==> config.mk <==
export PLATFORM = sky130hd
export DESIGN_NAME = fpu_mul_arbiter
export DESIGN_NICKNAME = d
export VERILOG_FILES = /design/src/rtl/fpu_mul_arbiter_pkg.sv /design/src/rtl/rr_arbiter2.sv /design/src/rtl/fpu_mul_arbiter.sv
export SDC_FILE = /design/constraint.sdc
export NUM_CORES = 1
export LEC_CHECK = 0
export ABC_CLOCK_PERIOD_IN_PS = 2600
export BUFFER_PORTS_ARGS = -buffer_cell sky130_fd_sc_hd__buf_2
export CAP_MARGIN = 20
export CELL_PAD_IN_SITES_DETAIL_PLACEMENT = 0
export CELL_PAD_IN_SITES_GLOBAL_PLACEMENT = 2
export CORE_UTILIZATION = 25
export CTS_CLUSTER_SIZE = 20
export DETAILED_ROUTE_END_ITERATION = 8
export PLACE_DENSITY_LB_ADDON = 0.12
export SYNTH_ARGS = -nofsm -noshare
export SYNTH_HDL_FRONTEND = slang
export SYNTH_SLANG_ARGS = --single-unit
==> constraint.sdc <==
create_clock -name clk -period 2.6 [get_ports clk]
set_input_delay 0.13 -clock clk [delete_from_list [all_inputs] [get_ports clk]]
set_output_delay 0.13 -clock clk [all_outputs]
set_load 0.02 [all_outputs]
==> src/rtl/fpu_mul_arbiter_pkg.sv <==
// Shared FPU definitions: rounding modes, FP32 field widths and the
// sequencer state type for the multiplier arbiter.
package fpu_mul_arbiter_pkg;

   localparam logic [1:0] RM_POS_INF      = 2'b00;
   localparam logic [1:0] RM_NEG_INF      = 2'b01;
   localparam logic [1:0] RM_NEAREST_EVEN = 2'b10;
   localparam logic [1:0] RM_TIES_AWAY    = 2'b11;

   localparam int FP32_EXP_W  = 8;
   localparam int FP32_FRAC_W = 23;
   localparam int FP32_W      = 1 + FP32_EXP_W + FP32_FRAC_W;

   typedef enum logic [1:0] {
      ST_IDLE = 2'd0,
      ST_EXEC = 2'd1,
      ST_RESP = 2'd2
   } mul_state_e;

endpackage

==> src/rtl/rr_arbiter2.sv <==
// Two-way round-robin grant: a lone requester always wins, and on
// contention the requester that did not win last time is chosen.
module rr_arbiter2 (
   input  logic [1:0] req,
   input  logic       last_grant,
   output logic [1:0] grant
);

   always_comb begin
      grant    = 2'b00;
      grant[0] = req[0] & (~req[1] | last_grant);
      grant[1] = req[1] & (~req[0] | ~last_grant);
   end

endmodule

==> src/rtl/fpu_mul_arbiter.sv <==
// Round-robin sequencer in front of the shared combinational FP32 multiplier:
// grants one requester, registers its operands, captures and returns the result.
//
// state | meaning
// IDLE  | waiting for a request; req_ready carries the grant
// EXEC  | operands on mul_*, result captured at the end of this cycle
// RESP  | tagged response held until rsp_ready
module fpu_mul_arbiter
   import fpu_mul_arbiter_pkg::*;
#(
   parameter int ERR_CNT_W = 8
) (
   input  logic                 clk,
   input  logic                 reset,
   input  logic [1:0]           req_valid,
   output logic [1:0]           req_ready,
   input  logic [FP32_W-1:0]    req_a0,
   input  logic [FP32_W-1:0]    req_b0,
   input  logic [FP32_W-1:0]    req_a1,
   input  logic [FP32_W-1:0]    req_b1,
   input  logic [1:0]           req_rm0,
   input  logic [1:0]           req_rm1,
   output logic [FP32_W-1:0]    mul_a,
   output logic [FP32_W-1:0]    mul_b,
   output logic [1:0]           mul_round_mode,
   input  logic [FP32_W-1:0]    mul_result,
   input  logic                 mul_overflow,
   input  logic                 mul_error,
   output logic                 rsp_valid,
   input  logic                 rsp_ready,
   output logic                 rsp_id,
   output logic [FP32_W-1:0]    rsp_result,
   output logic                 rsp_overflow,
   output logic                 rsp_error,
   output logic                 busy,
   output logic [ERR_CNT_W-1:0] err_cnt
);

   mul_state_e            state_q, state_d;
   logic                  last_grant_q, last_grant_d;
   logic                  cur_id_q, cur_id_d;
   logic [FP32_W-1:0]     mul_a_q, mul_a_d, mul_b_q, mul_b_d;
   logic [1:0]            mul_rm_q, mul_rm_d;
   logic                  rsp_valid_q, rsp_valid_d;
   logic                  rsp_id_q, rsp_id_d;
   logic [FP32_W-1:0]     rsp_result_q, rsp_result_d;
   logic                  rsp_overflow_q, rsp_overflow_d;
   logic                  rsp_error_q, rsp_error_d;
   logic [ERR_CNT_W-1:0]  err_cnt_q, err_cnt_d;
   logic [1:0]            grant;

   rr_arbiter2 u_arb (
      .req        (req_valid),
      .last_grant (last_grant_q),
      .grant      (grant)
   );

   always_comb begin
      state_d        = state_q;
      last_grant_d   = last_grant_q;
      cur_id_d       = cur_id_q;
      mul_a_d        = mul_a_q;
      mul_b_d        = mul_b_q;
      mul_rm_d       = mul_rm_q;
      rsp_valid_d    = rsp_valid_q;
      rsp_id_d       = rsp_id_q;
      rsp_result_d   = rsp_result_q;
      rsp_overflow_d = rsp_overflow_q;
      rsp_error_d    = rsp_error_q;
      err_cnt_d      = err_cnt_q;
      req_ready      = 2'b00;

      case (state_q)
         ST_IDLE: begin
            req_ready = grant;
            if (grant != 2'b00) begin
               mul_a_d      = grant[1] ? req_a1  : req_a0;
               mul_b_d      = grant[1] ? req_b1  : req_b0;
               mul_rm_d     = grant[1] ? req_rm1 : req_rm0;
               cur_id_d     = grant[1];
               last_grant_d = grant[1];
               state_d      = ST_EXEC;
            end
         end
         ST_EXEC: begin
            rsp_valid_d    = 1'b1;
            rsp_id_d       = cur_id_q;
            rsp_result_d   = mul_result;
            rsp_overflow_d = mul_overflow;
            rsp_error_d    = mul_error;
            if (mul_error && (err_cnt_q != '1)) begin
               err_cnt_d = err_cnt_q + ERR_CNT_W'(1);
            end
            state_d = ST_RESP;
         end
         ST_RESP: begin
            if (rsp_ready) begin
               rsp_valid_d = 1'b0;
               state_d     = ST_IDLE;
            end
         end
         default: state_d = ST_IDLE;
      endcase
   end

   always_ff @(posedge clk) begin
      if (reset) begin
         state_q        <= ST_IDLE;
         last_grant_q   <= 1'b1;
         cur_id_q       <= 1'b0;
         mul_a_q        <= '0;
         mul_b_q        <= '0;
         mul_rm_q       <= RM_NEAREST_EVEN;
         rsp_valid_q    <= 1'b0;
         rsp_id_q       <= 1'b0;
         rsp_result_q   <= '0;
         rsp_overflow_q <= 1'b0;
         rsp_error_q    <= 1'b0;
         err_cnt_q      <= '0;
      end else begin
         state_q        <= state_d;
         last_grant_q   <= last_grant_d;
         cur_id_q       <= cur_id_d;
         mul_a_q        <= mul_a_d;
         mul_b_q        <= mul_b_d;
         mul_rm_q       <= mul_rm_d;
         rsp_valid_q    <= rsp_valid_d;
         rsp_id_q       <= rsp_id_d;
         rsp_result_q   <= rsp_result_d;
         rsp_overflow_q <= rsp_overflow_d;
         rsp_error_q    <= rsp_error_d;
         err_cnt_q      <= err_cnt_d;
      end
   end

   assign mul_a          = mul_a_q;
   assign mul_b          = mul_b_q;
   assign mul_round_mode = mul_rm_q;
   assign rsp_valid      = rsp_valid_q;
   assign rsp_id         = rsp_id_q;
   assign rsp_result     = rsp_result_q;
   assign rsp_overflow   = rsp_overflow_q;
   assign rsp_error      = rsp_error_q;
   assign busy           = (state_q != ST_IDLE);
   assign err_cnt        = err_cnt_q;

endmodule

---- Yosys cells after proc, flatten, opt, wreduce, memory -nomap -nowiden ----
Cells that the tools add are included.
cells by class
  mux-type cells .......................... 9
  bitwise operators ....................... 7
  reduce and logical (&&, ||, !) cells .... 9
  add/sub/neg operators ................... 1
  eq/ne operators ......................... 5
operators with widths
  kind                                                             number
  32-bit 2-to-1 mux                                                2
  8-bit by 1-bit adder with 8-bit output, second input constant    1
  2-bit 2-to-1 mux                                                 4
  8-bit inequality test, second input constant                     1
  2-bit AND reduction                                              4
  2-bit one-hot mux with 3 select lines                            1
  2-bit nonzero test                                               3
  2-bit inequality test, second input constant                     2
  1-bit NOT                                                        3
  1-bit AND                                                        2
  2-bit by 1-bit == test with 1-bit output, second input constant  1
  2-bit == test, second input constant                             1
  2-bit zero test                                                  1
  1-bit OR                                                         2
  1-bit one-hot mux with 2 select lines                            1
  1-bit logical AND                                                1
  1-bit 2-to-1 mux                                                 1
storage, ports and cells
  input port bits ......................... 171
  output and inout bits ................... 113
  word-level logic and storage cells ...... 43
  flip-flop bits (word level) ............. 114

---- Longest topological paths before layout ----
Gate-level depths: netlist of the first run.
  depth after elaboration ................. 6
  mapped depth ............................ 6
  mapped depth without buffers ............ 5

---- Modules after synthesis ----
A second synthesis of the first run with hierarchy kept.
second synthesis, totals
  cell total of the unflattened synthesis .. 514
  area, all modules ....................... 4685.7 um^2
modules (own cells, without submodules)
  module           times used  seq. area each (um^2)  cells each  area each (um^2)
  fpu_mul_arbiter  1           2282.2                 511         4667.0
  rr_arbiter2      1           0.0                    3           18.8

---- Worst setup path before layout of the first run ----
No wires, ideal clock.
  kind .................................... reg-to-reg
  from .................................... reg err_cnt_q[0], in the netlist err_cnt[0]
  to ...................................... reg err_cnt_q[6], in the netlist err_cnt[6]
  period minus slack after synthesis ...... 1.640 ns
  data required time ...................... 2.472 ns
  slack ................................... 0.960 ns
  buffers on the path ..................... 0
  setup time .............................. 0.128 ns
  cell stages (with the launch flop) ...... 6
  arrival ................................. 1.512 ns
  cell sequence ........................... dfxtp_1 -> ha_1 -> nand4_1 -> a2111oi_2 -> xnor2_1 -> nor2_1
between the ends
  longest elaborated chain between the ends .. 3
  elaborated cells on any way between the ends .. 4
  those cells by class .................... add/sub: 1; eq/ne: 1; reduce/logical: 2
ends and longest elaborated chain
  item                                                                                            RTL line                RTL
  start: declaration                                                                              fpu_mul_arbiter.sv:49   logic [ERR_CNT_W-1:0] err_cnt_q, err_cnt_d;
  start signal: assignment                                                                        fpu_mul_arbiter.sv:132  err_cnt_q <= err_cnt_d;
  parallel branches: the longest is 3 deep, another holds 8-bit by 1-bit adder with 8-bit output  n/a
Several ways; the timed one is not identified.
A chain may end at the register's enable or synchronous reset.

---- Worst setup path in the final report of the first run ----
  from .................................... reg last_grant_q
  to ...................................... out req_ready[1]
between the ends
  longest elaborated chain between the ends .. 4
ends and longest elaborated chain
  item                      RTL line                RTL
  start: declaration        fpu_mul_arbiter.sv:40   logic last_grant_q, last_grant_d;
  start signal: assignment  fpu_mul_arbiter.sv:122  last_grant_q <= last_grant_d;
  1-bit NOT                 rr_arbiter2.sv:12       grant[1] = req[1] & (~req[0] | ~last_grant);
  1-bit OR                  rr_arbiter2.sv:12
  1-bit AND                 rr_arbiter2.sv:12
  2-bit 2-to-1 mux          fpu_mul_arbiter.sv:73   case (state_q)
  end: declaration          fpu_mul_arbiter.sv:16   output logic [1:0] req_ready,
Every way passes these cells.

==> results by group, run 1 <==
STA
  • Crit share post-route: 0.733
  • Hold Vio Cnt, Final: 0
  • Unrepaired setup endpoints after global routing: no
  • Final slew viol count: 0
  • Max transition margin: 0.309
  • Setup TNS: 0 ns
  • F_max: 525 MHz
  • Endpoints failing setup: 0
  • Clock skew: 0.00973 ns
  • Worst slew pin tran: 1.04 ns
  • Tmin final: ~1.9 ns
  • Setup ws final: between 0.6 and 0.7 ns

Clocking
  • CTS Root Cell: clkbuf_16
  • H-tree level count: 4
  • TritonCTS clock tree: built
  • Worst-skew pair later-pin latency: 0.41 ns
  • Total setup buffers inserted after CTS: 0
  • Inserted Clock Buffers: 17
  • Reg clk slew, reported paths: 0.05 ns
  • Clk sinks: 114
  • Maximum clock path buffer count: 2

Floorplan
  • Initial Utilization: 0.259
  • Chip Height: about 140 um
  • I/O Pins: roughly 280
  • DIE WIDTH: around 140 um
  • Num rows: 49
  • Die area: approximately 20000 um^2
  • Core ar.: 18200 um^2

Placed design
  • Final Wtd Congestion: 0.752
  • Port Buffers: 283
  • Detailed placer's ending HPWL: 10900 um
  • Pre-CTS WS: 0.796 ns
  • DP Cell Count: 993

Critical path
  • CP arrival: 1.78 ns
  • Type of origin of the critical path: flop
  • Worst setup path class: flop to output pin
  • R2R depth: 5
  • Required time worst endpoint: between 2 and 2.5 ns
  • FF-to-FF Start: state_q[1]
  • Crit-path max FO: 36
  • R2r endpoint: mul_b[12]
  • Critical Path Sink Type: output pin
  • R2R Setup Slk: between 0.7 and 0.8 ns

Yosys
  • Post-synthesis cell type count: 38
  • Post-Syn Instances: ~500
  • Ys async rst share: 0
  • Sequential fraction of the synthesis area: 0.484
  • Number of enable-type register cells in the synthesized netlist: 0
  • Dominant synthesized flop cell: dfxtp_1
  • Avg Synthesized Cell Area: 9.16 um^2
  • Syn Std Cell Area: 4720 um^2
  • Syn Nets: 687
  • #FFs+latches synth: 114
  • Total number of yosys warnings: 0

Global routing
  • Gr usage total: 0.154
  • Antenna violations before repair: 2
  • Vias in the first global route: 4413
  • First-pass GRT wire length: 23100 um
  • Pin count of the biggest net entering global routing: 95
  • GRT overflow: 0

Hold path
  • Hold Crit Endpoint: mul_b[6]
  • Hold Path Stages: 3
  • Hold_sp: req_b0[6]
  • HP Class: primary input to flop

Pwr
  • Switch share: 0.288
  • Reg power frac: 0.374
  • Final total power: 5.37 mW
  • Internal cell power: 3.83 mW
  • NetSw: ~1.5 mW
  • Clock power share: 0.419
  • Lkg Pwr: 3.40 nW
  • Worst VDD drop: 0.407 mV
  • Comb pwr share: 0.207
  • Pwr dens: 742 nW/um^2

Finish
  • Most frequent cells in the layout: buf_2, dfxtp_1, nor2_1, nand2_1, mux2i_1
  • Synthesis-to-layout area growth: 53.4%
  • Share of cells above drive strength 1: 0.396
  • Nets: 989
  • # fillers: around 1900
  • Fin cells: around 1100
  • Commonest non-fill, non-tap cell in the layout: buf_2

Flow run
  • Number of max-cap violations: 0

Drt
  • Routed via count: ~4600
  • Post-route ant nets: 0
  • DRT Wirelength: roughly 15000 um
  • DR DRC count: 0
  • WL/cell: around 14 um
  • First-pass DRT Iterations: 4
  • Starting DRT DRC Count: 143
  • Via count normalized by instance count: 4.38

Run status
  • Status: completed
-- cells in the mapped netlist, types with 2 or more instances --
cell type,number,area [um^2]
clkbuf_1,20,75.1
buf_6,4,45.0
a211oi_1,65,488
a21oi_1,40,200
o21ai_0,5,25.0
nand2_1,71,267
nor2_1,74,278
or4_1,3,22.5
buf_2,13,65.1
inv_1,3,11.3
nand2b_1,2,12.5
nor2b_1,2,12.5
dfxtp_1,114,2280
buf_4,4,30.0
mux2i_1,67,671
nand3_1,5,25.0
xor2_1,2,17.5
-- per-layer routing --
layer | vias up | part of all wire | GRT usage
li1 | 2421 | - | -
met1 | 2031 | 0.42 | 0.172
met2 | 167 | 0.48 | 0.254
met3 | 24 | 0.078 | 0.0609
met4 | 2 | 0.021 | 0.0737
met5 | - | 0.0011 | 0
-- repair_timing --
action                    CTS  global route
resized for setup           0             0
hold endpoints to repair   34             0
hold buffers               34             0
-- final cells by class --
type	instances	area [um^2]	share of cell area
Antenna cell	1	2.50	0.000346
Clock buffer	22	464	0.0642
Clock inverter	10	109	0.0150
Inverter	3	11.3	0.00156
Multi-Input combinational cell	356	2220	0.307
Sequential cell	114	2280	0.315
Tap cell	229	287	0.0396
Timing Repair Buffer	325	1860	0.257
-- worst max-delay path by stage --
stage | start | end | slack [ns] | cells after the start
4_1_cts | last_grant_q | req_ready[1] | 0.62 | 4
3_5_place_dp | state_q[1] | mul_b[20] | 0.80 | 5
5_1_grt | last_grant_q | req_ready[1] | 0.57 | 4
6_report | last_grant_q | req_ready[1] | 0.69 | 4
3_3_place_gp | last_grant_q | mul_a[11] | 0.87 | 4
2_1_floorplan | err_cnt[0] | err_cnt[6] | 0.96 | 5
-- critical path, stage by stage (launching register included) --
cell and delay (ns):
dfxtp_1 0.34, a21boi_4 0.37, buf_12 0.29, and2_1 0.19, buf_2 0.18
-- sequential cells by signal (all words and copies together), names as in the netlist, 2 cells and up --
name,cells
err_cnt,8
rsp_result,32
mul_b,32
mul_a,32
state_q,2
mul_round_mode,2
-- power by group through the flow --
stage,combinational [mW],clock (mW),sequential [mW]
finish,1.11,2.25,2.01
detailed placement,1.09,0,2.04
global placement,1.08,0,2.04
global route,1.21,2.42,2.03
CTS,1.13,2.32,2.01
floorplan,0.466,0,2.25
-- cells by family after synthesis --
logic type,count (synthesis),synth area share
adder cells (fa/ha/maj),1,0.00265
flip-flops,114,0.484
XOR/XNOR,3,0.00557
AND/OR/NAND/NOR,167,0.148
AO/OA/AOI/OAI,118,0.169
buffers and inverters,45,0.0488
multiplexers,67,0.142
-- per-stage QoR --
| step | utilization | hold WS [ns] | instance area (um^2) |
|---|---|---|---|
| 2_1_floorplan | - | 0.266 | 4720 |
| 3_3_place_gp | 0.347 | 0.373 | 6320 |
| 3_5_place_dp | 0.347 | 0.378 | 6320 |
| 4_1_cts | 0.397 | 0.0359 | 7230 |
| 5_1_grt | 0.397 | 0.0450 | 7230 |
| 6_report | 0.397 | 0.0589 | 7230 |
Power figures use the tool's default switching activity.
==> inputs of run 2 (changes only) <==
- ABC_CLOCK_PERIOD_IN_PS: 2600 -> 2000
- CORE_UTILIZATION: 25 -> 23
- clock period: 2.6 -> 2 ns (I/O delays scaled with it)
==> run 2 against run 1 <==
Combinational power rose by 32%. Highest routed layer is now met4. Count of clock-buffer cells in the layout fell by 1. Die area rose by 8.6%. Sequential power rose by 30%. Critical path type unchanged. Register-to-register slack got worse by 0.40 ns. Critical endpoint unchanged. Via count rose by 0.82%.
==> results by group, run 2 (same netlist as run 1, synthesis figures left out) <==
Run status
  • Status: completed

Placed design
  • Final Wtd Congestion: 0.725 (-3.6%)
  • Port Buffers: 283 (unchanged)
  • Detailed placer's ending HPWL: 11200 um (+2.7%)

STA
  • WHS: 0.0217 ns (-0.0372 ns)
  • Worst slew pin tran: 0.765 ns (-0.271 ns)
  • Final slew viol count: 0 (unchanged)
  • Hold Vio Cnt, Final: 0 (unchanged)
  • Clock skew: 0.0107 ns (+0.000969 ns)
  • F_max: 607 MHz
  • Max transition margin: 0.490 (+0.181)
  • Endpoints failing setup: 0 (unchanged)
  • Unrepaired setup endpoints after global routing: no
  • Crit share post-route: 0.823
  • Setup TNS: 0 ns (unchanged)
  • Tmin final: 1.65 ns

Floorplan
  • DIE WIDTH: 145 um (+4.2%)
  • Initial Utilization: 0.234 (-0.0252)
  • Chip Height: 145 um (+4.2%)
  • I/O Pins: 284 (unchanged)
  • Core ar.: 20200 um^2 (+11%)
  • Num rows: 52 (+6.1%)
  • Die area: 21100 um^2 (+8.6%)

Drt
  • WL/cell: 14.1 um (-0.53%)
  • DRT Wirelength: 15600 um (+3.8%)
  • Starting DRT DRC Count: 124 (-13%)
  • Post-route ant nets: 0 (unchanged)
  • DR DRC count: 0 (unchanged)
  • First-pass DRT Iterations: 4 (unchanged)
  • Via count normalized by instance count: 4.23 (-3.4%)
  • Routed via count: 4683 (+0.82%)

Finish
  • Synthesis-to-layout area growth: 57.3%
  • Commonest non-fill, non-tap cell in the layout: buf_2
  • Share of cells above drive strength 1: 0.399 (+0.00290)
  • Nets: 994 (+0.51%)
  • Most frequent cells in the layout: buf_2, dfxtp_1, nor2_1, nand2_1, mux2i_1

Critical path
  • R2R Setup Slk: 0.38 ns (-0.40 ns)
  • R2r endpoint: err_cnt[7]
  • Required time worst endpoint: 1.90 ns (-0.57 ns)
  • Worst setup path class: flop to output pin
  • Crit-path max FO: 23 (-36%)
  • CP arrival: 1.55 ns (-0.23 ns)
  • Type of origin of the critical path: flop
  • Critical Path Sink Type: output pin
  • FF-to-FF Start: err_cnt[0]
  • R2R depth: 5 (unchanged)

Global routing
  • First-pass GRT wire length: 24700 um (+6.9%)
  • Vias in the first global route: 4714 (+6.8%)
  • Antenna violations before repair: 4 (+2)
  • Gr usage total: 0.150 (-0.00369)
  • Pin count of the biggest net entering global routing: 79 (-17%)
  • GRT overflow: 0 (unchanged)

Pwr
  • Worst VDD drop: 0.470 mV (+15%)
  • Switch share: 0.278 (-0.0100)
  • Reg power frac: 0.356 (-0.018)
  • Pwr dens: 989 nW/um^2 (+33%)
  • Internal cell power: 5.30 mW (+39%)
  • Lkg Pwr: 3.47 nW (+1.8%)
  • Comb pwr share: 0.200 (-0.007)
  • NetSw: 2.04 mW (+32%)
  • Clock power share: 0.444 (+0.025)

Clocking
  • TritonCTS clock tree: built
  • Clk sinks: 114 (unchanged)
  • Reg clk slew, reported paths: 0.06 ns (about the same)
  • CTS Root Cell: clkbuf_16
  • Inserted Clock Buffers: 17 (unchanged)
  • Worst-skew pair later-pin latency: 0.41 ns (about the same)
  • H-tree level count: 4 (unchanged)
  • Maximum clock path buffer count: 2 (unchanged)

Flow run
  • Number of max-cap violations: 0 (unchanged)

Hold path
  • HP Class: primary input to flop
  • Hold Path Stages: 3 (unchanged)
  • Hold Crit Endpoint: mul_b[8]
  • Hold_sp: req_b0[8]
[run 2: area by class of cell]
class	instances	area, um^2
Multi-Input combinational cell	356	2220
Inverter	3	11.3
Tap cell	270	338
Clock buffer	21	480
Sequential cell	114	2280
Antenna cell	2	5.00
Fill cell	2131	12700
Timing Repair Buffer	330	1930
Clock inverter	10	155
[run 2: what timing repair did]
item / in CTS / in global routing
hold buffers: 37 / 0
setup endpoints to repair: 1 / 0
hold endpoints to repair: 38 / 0
setup buffers: 1 / 0
resized for setup: 0 / 0
[run 2: worst max-delay path by stage]
stage	startpoint	endpoint	slack (ns)	cells past startpoint
6_report	last_grant_q	req_ready[1]	0.35	4
5_1_grt	err_cnt[0]	err_cnt[6]	0.22	5
4_1_cts	last_grant_q	req_ready[1]	0.32	4
3_5_place_dp	last_grant_q	mul_a[0]	0.36	4
3_3_place_gp	err_cnt[0]	err_cnt[6]	0.38	5
2_1_floorplan	err_cnt[0]	err_cnt[6]	0.36	5
[run 2: stage by stage]
stage | instance area, um^2 | cells | worst slack (ns) | power [mW] | util
2_1_floorplan | 4720 | 515 | 0.360 | 3.53 | -
3_3_place_gp | 6400 | 1035 | 0.383 | 4.08 | 0.317
3_5_place_dp | 6400 | 1035 | 0.358 | 4.10 | 0.317
4_1_cts | 7420 | 1104 | 0.321 | 7.50 | 0.368
5_1_grt | 7420 | 1104 | 0.215 | 7.72 | 0.368
6_report | 7420 | 1106 | 0.354 | 7.34 | 0.368
[run 2: layer usage]
metal	routed length (um)	part of all wire	track usage	vias up
met3	1440	0.092	0.0676	17
met2	7520	0.48	0.256	171
li1	-	-	-	2436
met5	0	0	0	-
met1	6380	0.41	0.162	2059
met4	227	0.015	0.0568	0
[run 2: power groups by stage]
stage	logic, mW	registers (mW)	clock network [mW]
floorplan	0.606	2.92	0
global placement	1.43	2.65	0
detailed placement	1.44	2.66	0
CTS	1.50	2.61	3.39
global route	1.61	2.64	3.47
finish	1.47	2.61	3.26
[run 2: critical path: stages, from the launching register on]
cell and delay [ns]:
dfxtp_1 0.35, a21boi_4 0.20, buf_12 0.22, and2_1 0.16, buf_2 0.20
==> inputs of run 3 (changes only) <==
- ABC_CLOCK_PERIOD_IN_PS: 2000 -> 1330
- CORE_UTILIZATION: 23 -> 21
- clock period: 2 -> 1.33 ns (I/O delays scaled with it)
==> run 3 against run 2 <==
The flow now finishes with violations (negative setup slack). Power grew 54%. Worst hold slack got worse by 0.014 ns. Die area up 9.4%. Largest cell class is now buffers. Register-to-register slack got worse by 0.43 ns. First-iteration DRC count fell by 1.6%. Non-clock buffer count is 75 higher. Utilization rose by 2.1 points. Critical endpoint is now err_cnt[7]. Count of clock-buffer cells in the layout is 2 higher. Cell count grew 7.8%. Sequential power up 50%.
==> results by group, run 3 (same netlist as run 1, synthesis figures left out) <==
STA
  • F_max: 722 MHz
  • Tmin final: 1.38 ns
  • Clock skew: 0.00659 ns (-0.00411 ns)
  • Unrepaired setup endpoints after global routing: yes
  • Final slew viol count: 0 (unchanged)
  • Setup ws final: -0.0543 ns (-0.408 ns)
  • Worst slew pin tran: 0.346 ns (-0.419 ns)
  • Max transition margin: 0.767 (+0.277)
  • Hold Vio Cnt, Final: 0 (unchanged)
  • Crit share post-route: 1.04
  • Endpoints failing setup: 40 (+40)

Finish
  • Share of cells above drive strength 1: 0.468 (+0.0689)
  • Nets: 1069 (+7.5%)
  • End-of-flow core utilization: 0.389 (+0.0213)
  • Register Area: 2300 um^2 (+0.82%)
  • Most frequent cells in the layout: buf_2, dfxtp_1, nor2_1, nand2_1, dlygate4sd3_1
  • Synthesis-to-layout area growth: 80.6%
  • Commonest non-fill, non-tap cell in the layout: buf_2
  • # fillers: 2263 (+6.2%)
  • Multi-input gate area: 2480 um^2 (+12%)

Floorplan
  • Chip Height: 152 um (+4.6%)
  • Die area: 23100 um^2 (+9.4%)
  • I/O Pins: 284 (unchanged)
  • DIE WIDTH: 152 um (+4.6%)
  • Num rows: 54 (+3.8%)
  • Core ar.: 21900 um^2 (+8.5%)
  • Initial Utilization: 0.215 (-0.0184)

Critical path
  • Crit-path max FO: 4 (-83%)
  • R2R Setup Slk: -0.05 ns (-0.43 ns)
  • R2R depth: 5 (unchanged)
  • CP arrival: 1.73 ns (+0.18 ns)
  • R2r endpoint: err_cnt[7]
  • Required time worst endpoint: 1.68 ns (-0.22 ns)
  • Slowest CP cell: or4_4
  • FF-to-FF Start: err_cnt[0]
  • Worst setup path class: flop to flop
  • Critical Path Sink Type: flop
  • Largest stage delay, worst path: 0.49 ns (+0.14 ns)
  • WP buf/inv: 0 (-2)
  • Cell family with most CP delay: simple AND/OR/NAND/NOR gates
  • Type of origin of the critical path: flop
  • Worst path cell trace: ha_4 -> nand4_1 -> o21bai_4 -> or4_4 -> a21oi_2

Global routing
  • GRT overflow: 0 (unchanged)
  • Gr usage total: 0.142 (-0.00773)
  • Antenna violations before repair: 2 (-2)
  • Pin count of the biggest net entering global routing: 52 (-34%)
  • Vias in the first global route: 5167 (+9.6%)
  • First-pass GRT wire length: 26200 um (+5.8%)

Clocking
  • Reg clk slew, reported paths: 0.06 ns (about the same)
  • Worst-skew pair later-pin latency: 0.41 ns (about the same)
  • TritonCTS clock tree: built
  • Maximum clock path buffer count: 2 (unchanged)
  • Clk sinks: 114 (unchanged)
  • H-tree level count: 4 (unchanged)
  • Inserted Clock Buffers: 17 (unchanged)
  • CTS Root Cell: clkbuf_16

Hold path
  • Hold Path Stages: 3 (unchanged)
  • HP Class: primary input to flop
  • Hold Crit Endpoint: mul_a[17]
  • Hold_sp: req_a1[17]

Drt
  • Post-route ant nets: 0 (unchanged)
  • First-pass DRT Iterations: 4 (unchanged)
  • Via count normalized by instance count: 4.23 (-0.14%)
  • Starting DRT DRC Count: 122 (-1.6%)
  • WL/cell: 14.1 um (-0.18%)
  • DR DRC count: 0 (unchanged)
  • DRT Wirelength: 16800 um (+7.6%)
  • Routed via count: 5040 (+7.6%)

Pwr
  • Switch share: 0.287 (+0.00970)
  • Lkg Pwr: 3.88 nW (+12%)
  • Final total power: 11.3 mW (+54%)
  • Clock power share: 0.414 (-0.030)
  • Pwr dens: 1320 nW/um^2 (+34%)
  • Internal cell power: 8.05 mW (+52%)
  • Worst VDD drop: 0.655 mV (+39%)
  • NetSw: 3.24 mW (+59%)
  • Reg power frac: 0.348 (-0.008)
  • Comb pwr share: 0.238 (+0.038)

Run status
  • Status: finished with violations
  • Violated checks: negative setup slack

Placed design
  • Port Buffers: 283 (unchanged)
  • Final Wtd Congestion: 0.716 (-1.3%)
  • Detailed placer's ending HPWL: 11900 um (+6.2%)

Flow run
  • Number of max-cap violations: 0 (unchanged)
-- run 3: how the worst max path moves through the flow --
stage	slack, ns	endpoint	start	depth (start not counted)
5_1_grt	-0.12	req_ready[1]	last_grant_q	5
3_5_place_dp	-0.10	err_cnt[7]	state_q[0]	4
2_1_floorplan	-0.12	err_cnt[7]	err_cnt[0]	5
4_1_cts	-0.11	req_ready[1]	last_grant_q	5
3_3_place_gp	-0.08	err_cnt[7]	state_q[0]	4
6_report	-0.05	err_cnt[7]	err_cnt[0]	5
-- run 3: final cells by class --
class	instances	area share
timing repair buffer	405	0.325
inverter	3	0.00132
sequential	114	0.270
tap	280	0.0411
antenna	2	0.000587
clock inverter	9	0.0153
multi-input combinational	356	0.292
clock buffer	23	0.0549
-- run 3: timing repair --
item / CTS / global route
hold buffers: 70 / 0
setup buffers: 8 / 0
hold endpoints to repair: 61 / 0
pin swaps: 13 / 5
cloned: 0 / 4
gates resized for setup: 38 / 38
setup endpoints to repair: 38 / 80
-- run 3: through the flow --
stage	setup slack, ns	hold WS, ns	instances	cell area (um^2)	setup TNS [ns]
detailed placement	-0.101	0.313	1076	6740	-0.524
floorplan	-0.118	0.203	515	4740	-0.121
global placement	-0.0830	0.308	1076	6740	-0.281
global route	-0.122	0.00924	1190	8520	-5.62
finish	-0.0543	0.00739	1192	8520	-0.627
CTS	-0.108	0.000992	1186	8270	-2.43
-- run 3: routing by layer --
layer / track usage / vias to the layer above / part of all wire
met2: 0.251 / 169 / 0.49
met4: 0.0557 / 0 / 0.018
met5: 0 / - / 0
met3: 0.0559 / 19 / 0.075
li1: - / 2585 / -
met1: 0.151 / 2267 / 0.42
-- run 3: worst reg2reg max path, cell delays in order, from the launching register on --
cell      delay [ns]
dfxtp_4         0.35
ha_4            0.15
nand4_1         0.13
o21bai_4        0.10
or4_4           0.49
a21oi_2         0.11
-- run 3: power by group through the flow --
stage | Sequential, mW | Combinational, mW | Clock (mW)
floorplan | 4.39 | 0.913 | 0
global placement | 3.98 | 2.28 | 0
detailed placement | 3.99 | 2.30 | 0
CTS | 3.93 | 2.59 | 4.84
global route | 3.97 | 2.92 | 4.97
finish | 3.92 | 2.69 | 4.67
